File: config.mk
export PLATFORM = sky130hd
export DESIGN_NAME = hazard_scheduler
export DESIGN_NICKNAME = d
export VERILOG_FILES = /design/src/rtl/hazard_scheduler_pkg.sv /design/src/rtl/hazard_scheduler_md_busy_counter.sv /design/src/rtl/hazard_scheduler.sv
export SDC_FILE = /design/constraint.sdc
export NUM_CORES = 1
export LEC_CHECK = 0
export ABC_AREA = 1
export BUFFER_PORTS_ARGS = -buffer_cell sky130_fd_sc_hd__buf_2
export CAP_MARGIN = 40
export CORE_MARGIN = 4
export CORE_UTILIZATION = 48
export CTS_CLUSTER_SIZE = 28
export DETAILED_ROUTE_END_ITERATION = 8
export PLACE_DENSITY = 0.81
export SLEW_MARGIN = 20
export SYNTH_ARGS = -nofsm -noshare
export SYNTH_HDL_FRONTEND = slang
export SYNTH_SLANG_ARGS = --single-unit
File: constraint.sdc
create_clock -name clk -period 1.7 [get_ports clk]
set_clock_uncertainty 0.15 [all_clocks]
set_input_delay 0.085 -clock clk [delete_from_list [all_inputs] [get_ports clk]]
set_output_delay 0.085 -clock clk [all_outputs]
set_load 0.02 [all_outputs]
File: src/rtl/hazard_scheduler_pkg.sv
// Shared definitions for the D-stage hazard scheduler: mult/div latencies,
// Tuse/Tnew encodings, decoder opcode/func constants and the hazard compare helper.
package hazard_scheduler_pkg;

    localparam int unsigned MULT_CYCLES_DEF = 5;
    localparam int unsigned DIV_CYCLES_DEF  = 10;
    localparam int unsigned CNT_W_DEF       = 4;
    localparam int unsigned REG_W           = 5;
    localparam int unsigned T_W             = 2;

    // Tuse/Tnew encodings: cycles until a value is consumed/produced
    localparam logic [T_W-1:0] T_0 = 2'd0;
    localparam logic [T_W-1:0] T_1 = 2'd1;
    localparam logic [T_W-1:0] T_2 = 2'd2;

    // Opcode / func constants shared with the stage decoders
    localparam logic [5:0] OP_SPECIAL = 6'b000000;
    localparam logic [5:0] OP_LW      = 6'b100011;
    localparam logic [5:0] OP_SW      = 6'b101011;
    localparam logic [5:0] OP_BEQ     = 6'b000100;
    localparam logic [5:0] OP_ORI     = 6'b001101;
    localparam logic [5:0] OP_LUI     = 6'b001111;
    localparam logic [5:0] FN_ADDU    = 6'b100001;
    localparam logic [5:0] FN_SUBU    = 6'b100011;
    localparam logic [5:0] FN_JR      = 6'b001000;
    localparam logic [5:0] FN_MFHI    = 6'b010000;
    localparam logic [5:0] FN_MTHI    = 6'b010001;
    localparam logic [5:0] FN_MFLO    = 6'b010010;
    localparam logic [5:0] FN_MTLO    = 6'b010011;
    localparam logic [5:0] FN_MULT    = 6'b011000;
    localparam logic [5:0] FN_MULTU   = 6'b011001;
    localparam logic [5:0] FN_DIV     = 6'b011010;
    localparam logic [5:0] FN_DIVU    = 6'b011011;

    typedef enum logic {
        MD_IDLE = 1'b0,
        MD_BUSY = 1'b1
    } md_state_e;

    // Write-back view of one downstream pipeline stage
    typedef struct packed {
        logic [REG_W-1:0] wreg;
        logic             en;
        logic [T_W-1:0]   tnew;
    } wr_stage_t;

    // Source operand must wait if a producer will not have its value in time
    function automatic logic src_hazard(
        input logic [REG_W-1:0] src,
        input logic             use_src,
        input logic [T_W-1:0]   tuse,
        input wr_stage_t        e,
        input wr_stage_t        m
    );
        logic hit_e;
        logic hit_m;
        hit_e = e.en && (e.wreg == src) && (e.tnew > tuse);
        hit_m = m.en && (m.wreg == src) && (m.tnew > tuse);
        return use_src && (src != '0) && (hit_e || hit_m);
    endfunction

endpackage

File: src/rtl/hazard_scheduler_md_busy_counter.sv
// Busy counter for the multi-cycle mult/div unit: loads on start while idle,
// decrements every cycle while busy, pulses md_done when it reaches zero.
module md_busy_counter
    import hazard_scheduler_pkg::*;
#(
    parameter int unsigned MULT_CYCLES = MULT_CYCLES_DEF,
    parameter int unsigned DIV_CYCLES  = DIV_CYCLES_DEF,
    parameter int unsigned CNT_W       = CNT_W_DEF
) (
    input  logic clk,
    input  logic reset,
    input  logic start_i,
    input  logic is_div_i,
    output logic busy_o,
    output logic done_o
);

    logic [CNT_W-1:0] cnt_q, cnt_d;
    logic             busy_q, busy_d;
    logic             done_q, done_d;
    logic [CNT_W-1:0] load_val;
    md_state_e        state;

    assign state    = (cnt_q != '0) ? MD_BUSY : MD_IDLE;
    assign load_val = is_div_i ? CNT_W'(DIV_CYCLES) : CNT_W'(MULT_CYCLES);

    // State register: count, busy and done flags, aborted by reset
    always_ff @(posedge clk or posedge reset) begin
        if (reset) begin
            cnt_q  <= '0;
            busy_q <= 1'b0;
            done_q <= 1'b0;
        end else begin
            cnt_q  <= cnt_d;
            busy_q <= busy_d;
            done_q <= done_d;
        end
    end

    // Next count: load when idle, decrement when busy, reload on same-edge finish+start
    always_comb begin
        cnt_d = cnt_q;
        unique case (state)
            MD_IDLE: begin
                if (start_i) cnt_d = load_val;
            end
            MD_BUSY: begin
                cnt_d = cnt_q - CNT_W'(1);
                if ((cnt_q == CNT_W'(1)) && start_i) cnt_d = load_val;
            end
            default: cnt_d = '0;
        endcase
    end

    // Next outputs: busy mirrors the next count, done marks the 1 -> 0 step
    always_comb begin
        busy_d = (cnt_d != '0);
        done_d = (state == MD_BUSY) && (cnt_q == CNT_W'(1));
    end

    assign busy_o = busy_q;
    assign done_o = done_q;

endmodule

File: src/rtl/hazard_scheduler.sv
// D-stage hazard controller: register RAW stall/flush against E/M producers
// plus mult/div sequencing. Optional stall statistics under HAZARD_STATS_EN.
module hazard_scheduler
    import hazard_scheduler_pkg::*;
#(
    parameter int unsigned MULT_CYCLES = MULT_CYCLES_DEF,
    parameter int unsigned DIV_CYCLES  = DIV_CYCLES_DEF,
    parameter int unsigned CNT_W       = CNT_W_DEF
) (
    input  logic             clk,
    input  logic             reset,
    input  logic [REG_W-1:0] rs_D,
    input  logic [REG_W-1:0] rt_D,
    input  logic             use_rs_D,
    input  logic             use_rt_D,
    input  logic [T_W-1:0]   Tuse_rs_D,
    input  logic [T_W-1:0]   Tuse_rt_D,
    input  logic [REG_W-1:0] WriteReg_E,
    input  logic             En_Write_E,
    input  logic [T_W-1:0]   Tnew_E,
    input  logic [REG_W-1:0] WriteReg_M,
    input  logic             En_Write_M,
    input  logic [T_W-1:0]   Tnew_M,
    input  logic             md_use_D,
    input  logic             md_start_E,
    input  logic             md_is_div_E,
    output logic             stall,
    output logic             flush_E,
    output logic             md_busy,
    output logic             md_done
`ifdef HAZARD_STATS_EN
    ,
    output logic [31:0]      stall_cycles,
    output logic [31:0]      md_stall_cycles
`endif
);

    wr_stage_t e_stage;
    wr_stage_t m_stage;
    logic      hz_rs;
    logic      hz_rt;
    logic      md_stall;

    assign e_stage = '{wreg: WriteReg_E, en: En_Write_E, tnew: Tnew_E};
    assign m_stage = '{wreg: WriteReg_M, en: En_Write_M, tnew: Tnew_M};

    // Register and mult/div hazards; a stalled D instruction becomes a bubble in E
    always_comb begin
        hz_rs    = src_hazard(rs_D, use_rs_D, Tuse_rs_D, e_stage, m_stage);
        hz_rt    = src_hazard(rt_D, use_rt_D, Tuse_rt_D, e_stage, m_stage);
        md_stall = md_use_D && (md_busy || md_start_E);
        stall    = hz_rs || hz_rt || md_stall;
        flush_E  = stall;
    end

    md_busy_counter #(
        .MULT_CYCLES (MULT_CYCLES),
        .DIV_CYCLES  (DIV_CYCLES),
        .CNT_W       (CNT_W)
    ) u_md_cnt (
        .clk      (clk),
        .reset    (reset),
        .start_i  (md_start_E),
        .is_div_i (md_is_div_E),
        .busy_o   (md_busy),
        .done_o   (md_done)
    );

`ifdef HAZARD_STATS_EN
    logic [31:0] stall_cycles_q;
    logic [31:0] md_stall_cycles_q;

    // Saturating stall-cycle counters
    always_ff @(posedge clk or posedge reset) begin
        if (reset) begin
            stall_cycles_q    <= '0;
            md_stall_cycles_q <= '0;
        end else begin
            if (stall && (stall_cycles_q != '1))
                stall_cycles_q <= stall_cycles_q + 32'd1;
            if (md_stall && (md_stall_cycles_q != '1))
                md_stall_cycles_q <= md_stall_cycles_q + 32'd1;
        end
    end

    assign stall_cycles    = stall_cycles_q;
    assign md_stall_cycles = md_stall_cycles_q;
`endif

endmodule

* Yosys cells after proc, flatten, opt, wreduce, memory -nomap -nowiden
Index checks and enable logic that the tools add are counted.
Word-level totals: bits in registers 6, input bits 37, output and inout bits 4, word-level logic and storage cells 43
Cells by class: $add $sub $neg 1, magnitude comparators 4, equality and inequality tests 5, muxes and demuxes 5, bitwise gates (word level) 1, reductions and logical operators 24
Operators with widths (count):
- equality test 5 bit | 4
- logical AND 1 bit | 15
- 2-to-1 mux 4 bit | 3
- nonzero test 5 bit | 2
- > comparator 2 bit | 4
- case mux 4 bit (2 select lines) | 1
- nonzero test 4 bit | 2
- logical OR 1 bit | 5
- equality test 4 x 1 -> 1 bit (second input constant) | 1
- subtractor 4 x 1 -> 4 bit (second input constant) | 1
- 2-to-1 mux 1 bit | 1
- NOT 1 bit | 1

* Depth between registers and ports, before layout
Gate-level depths: netlist of run 1.
depth in word-level cells 7, gate-level depth with buffers 12, depth with buffers taken out 11

* Modules after synthesis
From an unflattened synthesis of run 1, not the netlist that was laid out.
Second synthesis, totals: cell total of the unflattened synthesis 169, area, all modules 985.9 um^2
Modules (own cells, without submodules):
- hazard_scheduler | instances 1, cells an instance 114, area an instance 594.3 um^2, seq. area each 0.0 um^2
- md_busy_counter | instances 1, cells an instance 55, area an instance 391.6 um^2, seq. area each 150.1 um^2

* Worst setup path after synthesis of run 1
OpenSTA, ideal clock, no wires.
path type input -> output, start in Tuse_rt_D[1], end out stall, data arrival time 1.251 ns, setup slack 0.214 ns, cell stages on the path 10, buffers on the path 1, cell sequence inv_1 > ha_1 > a21boi_0 > nand2_1 > nor2_1 > nand2_1 > nand2_1 > nand2_1 > nand3_1 > buf_4
On the way: longest elaborated chain between the ends 6
Ends and longest elaborated chain:
- start, declared | line hazard_scheduler.sv:17 | input logic [T_W-1:0] Tuse_rt_D,
- > comparator 2 bit, on equally long branches | line hazard_scheduler_pkg.sv:57, hazard_scheduler_pkg.sv:58
- logical AND 1 bit, on equally long branches | line hazard_scheduler_pkg.sv:57, hazard_scheduler_pkg.sv:58
- logical OR 1 bit (*) | line hazard_scheduler_pkg.sv:59 | return use_src && (src != '0) && (hit_e || hit_m);
- logical AND 1 bit (*) | line hazard_scheduler_pkg.sv:59
- logical OR 1 bit (*) (2 in series) | line hazard_scheduler.sv:52 | stall = hz_rs || hz_rt || md_stall;
- end, declared | line hazard_scheduler.sv:27 | output logic stall,
Mark *: on every way between the ends. The rest lies on a longest branch, timed or not.

* Worst setup path in the final report of run 1
start reg u_md_cnt.cnt_q[1], end reg u_md_cnt.busy_q, in the netlist u_md_cnt.busy_o
On the way: longest elaborated chain between the ends 5
Ends and longest elaborated chain:
- start, declared | line hazard_scheduler_md_busy_counter.sv:18 | logic [CNT_W-1:0] cnt_q, cnt_d;
- start signal, assigned | line hazard_scheduler_md_busy_counter.sv:34 | cnt_q <= cnt_d;
- parallel branches: the longest is 3 deep, another holds subtractor 4 x 1 -> 4 bit
- case mux 4 bit (2 select lines) (*) | line hazard_scheduler_md_busy_counter.sv:43 | unique case (state)
- via u_md_cnt.cnt_d[3] | line hazard_scheduler_md_busy_counter.sv:18
- nonzero test 4 bit (*) | line hazard_scheduler_md_busy_counter.sv:57 | busy_d = (cnt_d != '0);
- via u_md_cnt.busy_d | line hazard_scheduler_md_busy_counter.sv:19 | logic busy_q, busy_d;
- end signal, assigned | line hazard_scheduler_md_busy_counter.sv:35 | busy_q <= busy_d;
- end, declared | line hazard_scheduler_md_busy_counter.sv:19
Mark *: on every way through the listed nets, which the timed path passes.

==> results of run 1 <==
cell type report:
cell class / count / area (sq um)
clock buffer: 3 / 22.52
timing repair buffer: 44 / 235.2
fill: 191 / 680.7
sequential: 6 / 150.1
tap: 27 / 33.78
multi-input combinational: 124 / 680.7
inverter: 37 / 138.9
logic make-up (layout without fill, tap and decap cells):
| kind of cell | after synthesis | in the layout | synth area share [%] |
|---|---|---|---|
| compound gates | 16 | 16 | 10.68 |
| xor+xnor | 9 | 9 | 8.108 |
| fa+ha+maj | 10 | 10 | 12.87 |
| buf+inv | 38 | 84 | 15.06 |
| flops | 6 | 6 | 15.44 |
| simple gates | 89 | 89 | 37.84 |
repair_timing:
| action | CTS | global route |
|---|---|---|
| hold buffers | 2 | 0 |
| setup endpoints to repair | 0 | 1 |
| hold endpoints to repair | 7 | 0 |
| resized for setup | 0 | 3 |
| setup buffers | 0 | 2 |
per-stage QoR:
step | std cells | hold WS [ps] | power (W) | setup slack, ps | util [%]
floorplan | 168 | -274.0 | 0.0007086 | 213.6 | -
global placement | 234 | -157.1 | 0.0008522 | 158.5 | 61.73
detailed placement | 234 | -147.3 | 0.0008850 | 85.12 | 61.73
CTS | 239 | 49.88 | 0.001023 | 81.00 | 63.92
global route | 241 | 73.28 | 0.001216 | -17.80 | 64.95
finish | 241 | 55.37 | 0.001095 | 83.79 | 64.95
layout by cell type, fill, tap and decap left out, drive strengths merged:
cell type	count
nand2	60
a21boi	2
xor2	4
a21oi	4
clkbuf	3
o31ai	1
ha	10
o21bai	2
inv	37
buf	42
nand4	3
dfrtp	6
xnor2	5
nand3	6
dlygate4sd3	2
nor3	1
o21ai	7
nor2	19
per-layer routing:
metal / GRT usage (%) / share of wire (%) / wire [microns]
met1: 22.92 / 41 / 1065
met2: 36.57 / 52 / 1332
met3: 3.662 / 6.0 / 154
met4: 2.979 / 1.3 / 34
met5: 0 / 0 / 0
worst max-delay path by stage:
stage / end / slack [ps] / cells past startpoint
2_1_floorplan: stall / 210 / 10
6_report: u_md_cnt.busy_o / 80 / 11
5_1_grt: u_md_cnt.busy_o / -20 / 11
4_1_cts: u_md_cnt.busy_o / 80 / 11
3_5_place_dp: u_md_cnt.busy_o / 90 / 11
3_3_place_gp: u_md_cnt.busy_o / 160 / 11
registers in the layout, summed over array words and instances (netlist names):
register,flops
u_md_cnt.busy_o,1
u_md_cnt.cnt_q,4
u_md_cnt.done_o,1
worst reg2reg max path, stage by stage (launching register included):
cell and delay [ps]:
sky130_fd_sc_hd__dfrtp_1 390, sky130_fd_sc_hd__inv_2 90, sky130_fd_sc_hd__ha_2 190, sky130_fd_sc_hd__inv_1 50, sky130_fd_sc_hd__nor2_2 100, sky130_fd_sc_hd__nand2_2 80, sky130_fd_sc_hd__inv_2 70, sky130_fd_sc_hd__nor2_2 60
sky130_fd_sc_hd__nand2_1 80, sky130_fd_sc_hd__nand2_2 70, sky130_fd_sc_hd__nor2_2 120, sky130_fd_sc_hd__nand2_1 60
power by group through the flow:
stage	Clock, W	Combinational (W)	Sequential [W]
2_1_floorplan	0	0.000456	0.000253
3_3_place_gp	0	0.000607	0.000245
3_5_place_dp	0	0.000639	0.000246
4_1_cts	0.000133	0.000645	0.000245
5_1_grt	0.000144	0.000819	0.000252
6_report	0.000129	0.000718	0.000248
==> results.md, run 1 <==
| Result | This run |
| --- | --- |
| Status | finished, final reports clean |
| P_int | 0.0005713 W |
| Syn. warnings | 0 |
| Die area | 0.002810 sq mm |
| Number of enable flip-flop cells after synthesis | 0 |
| Setup TNS | 0 ps |
| Initial standard-cell utilization of the core | 50.06% |
| Kind of end point of the critical path | flip-flop |
| Timing startpoint of the critical path | u_md_cnt.cnt_q[1] |
| Slew at the pin closest to its max-slew limit | 253.1 ps |
| Hold Startpoint | md_start_E |
| Main synth FF type | sky130_fd_sc_hd__dfrtp_1 |
| Post-DR vias/cell | 4.705 |
| Average wire per standard cell | 10.73 microns |
| Leakage power figure | 0.7853 nW |
| Hold WC Path Type | primary input to flip-flop |
| Slew Limit Headroom | 82.95% |
| Reg-to-reg slack, setup | 80 ps |
| Data required, critical path | 1680 ps |
| 1st-pass router iterations | 4 |
| Commonest cells post-synth | 58 x sky130_fd_sc_hd__nand2_1, 32 x sky130_fd_sc_hd__inv_1, 16 x sky130_fd_sc_hd__nor2_1 |
| Number of cells on the worst hold path | 3 |
| Remaining antenna violation count after routing | 0 |
| Async SR Flop Fraction | 100.0% |
| Drc violations | 0 |
| PD cells | 868.1 mW/mm^2 |
| Initial antenna violation count | 0 |
| Path depth of the worst reg2reg path | 11 |
| Global-route wire length before repair | 4188 microns |
| Final slew viol count | 0 |
| Period utilisation layout | 95.07% |
| Net switching share of the total power | 47.82% |
| Final hold violations | 0 |
| Stage delay of the slowest cell on the critical path | 390 ps |
| Post-route minimum period | 1616 ps |
| Sequential-to-total area share from yosys stat | 15.44% |
| Power spent charging and discharging nets | 0.0005236 W |
| Number of max-capacitance violations reported | 0 |
| Post-synth design cell area | 972.2 sq um |
| Most frequent cell after synthesis | sky130_fd_sc_hd__nand2_1 |
| Mean Syn Cell Area | 5.787 sq um |
| Worst Setup Path Type | flip-flop to flip-flop |
| Number of clock sinks | 6 |
| Flop pwr share | 22.7% |
| RR Endpoint | u_md_cnt.busy_o |
| Clock network power share | 11.8% |
| Post-synthesis instance total | 168 |
| Clock buffers created by TritonCTS | 3 |
| Total gr overflow | 0 |
| Combinational share of power | 65.6% |
| Slowest cell on the critical path | sky130_fd_sc_hd__dfrtp_1 |
| Cell types occupying the most area after synthesis | sky130_fd_sc_hd__nand2_1 22%, sky130_fd_sc_hd__dfrtp_1 15%, sky130_fd_sc_hd__ha_1 13%, sky130_fd_sc_hd__inv_1 12%, sky130_fd_sc_hd__nor2_1 6.2% |
| Final net count | 263 |
| Mapped Nets | 215 |
| Gr usage total | 19.47% |
| Antenna Cells | 0 |
| Number of failing setup endpoints in the final timing report | 0 |
| Initial drt markers | 19 |
| Post-detailed-routing wire length | 2586 microns |
| Top cell by count, worst path | sky130_fd_sc_hd__nor2_2 |
| Sink of the worst hold path | u_md_cnt.cnt_q[1] |
| Biggest fanout along the worst timing path | 4 |
| Source of the worst register-to-register timing path | u_md_cnt.cnt_q[1] |
| Pin count of the biggest net entering global routing | 8 |
| Highest clock frequency the design can meet | 618.7 MHz |
| Buffers & Inverters on Critical Path | 3 |
| H-Tree Depth | 1 |
| Distinct cell type count of the synthesized netlist | 21 |
| Area growth, synth to finish | 29.73% |
| Maximum buffer depth of the clock tree | 2 |
| Final design instance area without fill | 0.001261 sq mm |
| Post-detailed-placement cell area | 0.001199 sq mm |
| Maximum ir drop on the vdd rail | 1.042 mV |
| Final estimated routing congestion in global placement | 0.9249 |
| TritonCTS clock tree | yes |
| Clock Pin Slew Worst Setup and Hold Paths | 50 ps |
| Cell accounting for the most synthesized area | sky130_fd_sc_hd__nand2_1 |
| Via Count | 1134 |
| Clock insertion delay at the later pin of the skew report | 240 ps |
| Estimated wirelength of the detail-placed design | 2245 microns |
| Root buf cell | sky130_fd_sc_hd__clkbuf_4 |
| Port-buffer cells | 40 |
| CP top delay family | simple AND/OR/NAND/NOR gates |
| Core ar. | 0.001942 sq mm |
| Type of element launching the critical path | flip-flop |
| Cell Chain, Critical Path | inv_2 > ha_2 > inv_1 > nor2_2 > nand2_2 > inv_2 > nor2_2 > nand2_1 > nand2_2 > nor2_2 > nand2_1 |
| Number of global-route vias before repair | 1067 |
| Synthesis-stage register bit count | 6 |
| Worst path arrival time | 1600 ps |
| Chip Height | 53.01 microns |
| Layout cell share with drive strength beyond 1 | 28.97% |
| Horiz. Die Dim | 53.01 microns |
| Share of the synthesized area in the top cell type | 22.39% |
| Number of primary I/O pins | 41 |
| Number of standard-cell rows in the floorplan | 16 |
Note: power is estimated with default switching activity, not from simulation.
==> run 2, diff against run 1 <==
--- a/config.mk
+++ b/config.mk
@@ -13,6 +13,7 @@
 export CTS_CLUSTER_SIZE = 28
 export DETAILED_ROUTE_END_ITERATION = 8
 export PLACE_DENSITY = 0.81
+export REMOVE_ABC_BUFFERS = 1
 export SLEW_MARGIN = 20
 export SYNTH_ARGS = -nofsm -noshare
 export SYNTH_HDL_FRONTEND = slang
==> results.md, run 2 (synthesis results as in run 1) <==
| Result | This run |
| --- | --- |
| Status | finished, final reports clean |
| Register ranked first by flip-flop count | u_md_cnt.cnt_q |
| Core ar. | 0.001942 sq mm |
| Finished Layout Cells | 243 |
| Global-route wire length before repair | 4119 microns |
| Area growth, synth to finish | 33.33% |
| PD cells | 910.8 mW/mm^2 |
| Final net count | 265 |
| Final estimated routing congestion in global placement | 0.8835 |
| Multi-input gate area | 695.7 sq um |
| Post-DR vias/cell | 4.819 |
| Initial drt markers | 28 |
| Final design instance area without fill | 0.001296 sq mm |
| Combinational share of power | 67.9% |
| Data required, critical path | 1670 ps |
| Clock network power share | 11.1% |
| Max FFs per register | 4 |
| Commonest cells after routing, fill and taps aside | 56 x sky130_fd_sc_hd__nand2_1, 38 x sky130_fd_sc_hd__buf_2, 31 x sky130_fd_sc_hd__inv_1 |
| Post-detailed-routing wire length | 2651 microns |
| Number of standard-cell rows in the floorplan | 16 |
| Number of failing setup endpoints in the final timing report | 0 |
| Maximum buffer depth of the clock tree | 2 |
| Post-route minimum period | 1668 ps |
| Root buf cell | sky130_fd_sc_hd__clkbuf_4 |
| Horiz. Die Dim | 53.01 microns |
| Worst Setup Path Type | flip-flop to flip-flop |
| Unrepaired setup endpoints after global routing | yes |
| Remaining antenna violation count after routing | 0 |
| Port-buffer cells | 40 |
| Number of primary I/O pins | 41 |
| Initial antenna violation count | 0 |
| Number of max-capacitance violations reported | 0 |
| Total gr overflow | 0 |
| Post-detailed-placement cell area | 0.001199 sq mm |
| Leakage power figure | 0.7980 nW |
| Clock buffers created by TritonCTS | 3 |
| Chip Height | 53.01 microns |
| Number of clock sinks | 6 |
| Highest clock frequency the design can meet | 599.6 MHz |
| Maximum ir drop on the vdd rail | 0.8828 mV |
| Number of global-route vias before repair | 1057 |
| Pin count of the biggest net entering global routing | 8 |
| Slew Limit Headroom | 83.98% |
| Utilization of the core after routing | 66.75% |
| Initial standard-cell utilization of the core | 50.06% |
| H-Tree Depth | 1 |
| Hold WC Path Type | primary input to flip-flop |
| Antenna Cells | 0 |
| 1st-pass router iterations | 4 |
| Most common library cell in the layout ignoring fill and taps | sky130_fd_sc_hd__nand2_1 |
| Area taken by flip-flops and latches | 150.1 sq um |
| Slew at the pin closest to its max-slew limit | 237.8 ps |
| Clock Pin Slew Worst Setup and Hold Paths | 50 ps |
| Net switching share of the total power | 47.01% |
| Via Count | 1171 |
| P_int | 0.0006256 W |
| Worst path arrival time | 1640 ps |
| Clock insertion delay at the later pin of the skew report | 240 ps |
| Fillers | 194 |
| Setup TNS | 0 ps |
| Final slew viol count | 0 |
| Gr usage total | 19.76% |
| TritonCTS clock tree | yes |
| Flop pwr share | 21.0% |
| Power spent charging and discharging nets | 0.0005550 W |
| Type of element launching the critical path | flip-flop |
| Biggest fanout along the worst timing path | 5 |
| Period utilisation layout | 98.11% |
| Layout cell share with drive strength beyond 1 | 30.56% |
| Kind of end point of the critical path | flip-flop |
| Die area | 0.002810 sq mm |
| Drc violations | 0 |
| Final hold violations | 0 |
| Placed cell count | 234 |
| Estimated wirelength of the detail-placed design | 2197 microns |
| Average wire per standard cell | 10.91 microns |
-- run 2: worst max-delay path: stages, from the launching register on --
cell and delay [ps]:
sky130_fd_sc_hd__dfrtp_1 390, sky130_fd_sc_hd__inv_2 110, sky130_fd_sc_hd__ha_4 140, sky130_fd_sc_hd__inv_1 50, sky130_fd_sc_hd__nor2_2 150, sky130_fd_sc_hd__nand2_2 100
sky130_fd_sc_hd__inv_2 70, sky130_fd_sc_hd__nor2_2 60, sky130_fd_sc_hd__nand2_1 80, sky130_fd_sc_hd__nand2_2 70, sky130_fd_sc_hd__nor2_2 110, sky130_fd_sc_hd__nand2_1 70
-- run 2: worst paths after layout --
kind | to | cells past startpoint | slack, ps | start
setup / recovery | u_md_cnt.busy_o | 11 | 30 | u_md_cnt.cnt_q[0]
hold / removal | u_md_cnt.cnt_q[3] | 3 | 40 | md_start_E
setup reg to reg | u_md_cnt.busy_o | 11 | 30 | u_md_cnt.cnt_q[0]
hold reg to reg | u_md_cnt.cnt_q[1] | 2 | 450 | u_md_cnt.cnt_q[1]
max in group asynchronous | u_md_cnt.done_o | 3 | 1080 | reset
min in group asynchronous | u_md_cnt.cnt_q[2] | 3 | 140 | reset
-- run 2: stage by stage --
stage               setup slack (ps)  power (W)  hold WS [ps]
floorplan                      221.0  0.0007052        -274.0
global placement               155.3  0.0008515        -155.7
detailed placement             59.75  0.0008844        -145.5
CTS                            46.78   0.001026         34.87
global route                  -71.63   0.001290         66.53
finish                         32.09   0.001181         40.09
-- run 2: cell type report --
cell class                      instances  area share [%]
Multi-Input combinational cell        124           53.67
Tap cell                               27           2.606
Inverter                               37           10.71
Sequential cell                         6           11.58
Clock buffer                            3           1.737
Timing Repair Buffer                   46           19.69
-- run 2: layer usage --
| layer | share of wire (%) | global-route usage, % |
|---|---|---|
| met1 | 38 | 22.43 |
| met2 | 52 | 35.54 |
| met5 | 0 | 0 |
| met4 | 1.6 | 8.936 |
| met3 | 8.0 | 3.380 |
-- run 2: power by group through the flow --
| stage | logic, W | clock network [W] | registers (W) |
|---|---|---|---|
| after floorplan | 0.000452 | 0 | 0.000253 |
| after global placement | 0.000606 | 0 | 0.000246 |
| after detailed placement | 0.000639 | 0 | 0.000245 |
| after CTS | 0.000649 | 0.000134 | 0.000243 |
| after global routing | 0.000897 | 0.000140 | 0.000253 |
| final | 0.000801 | 0.000131 | 0.000248 |
-- run 2: repair_timing --
item	CTS	global route
endpoints found under the setup margin	0	3
buffers inserted	0	4
resized for setup	0	8
endpoints found under the hold margin	7	0
hold buffers	2	0
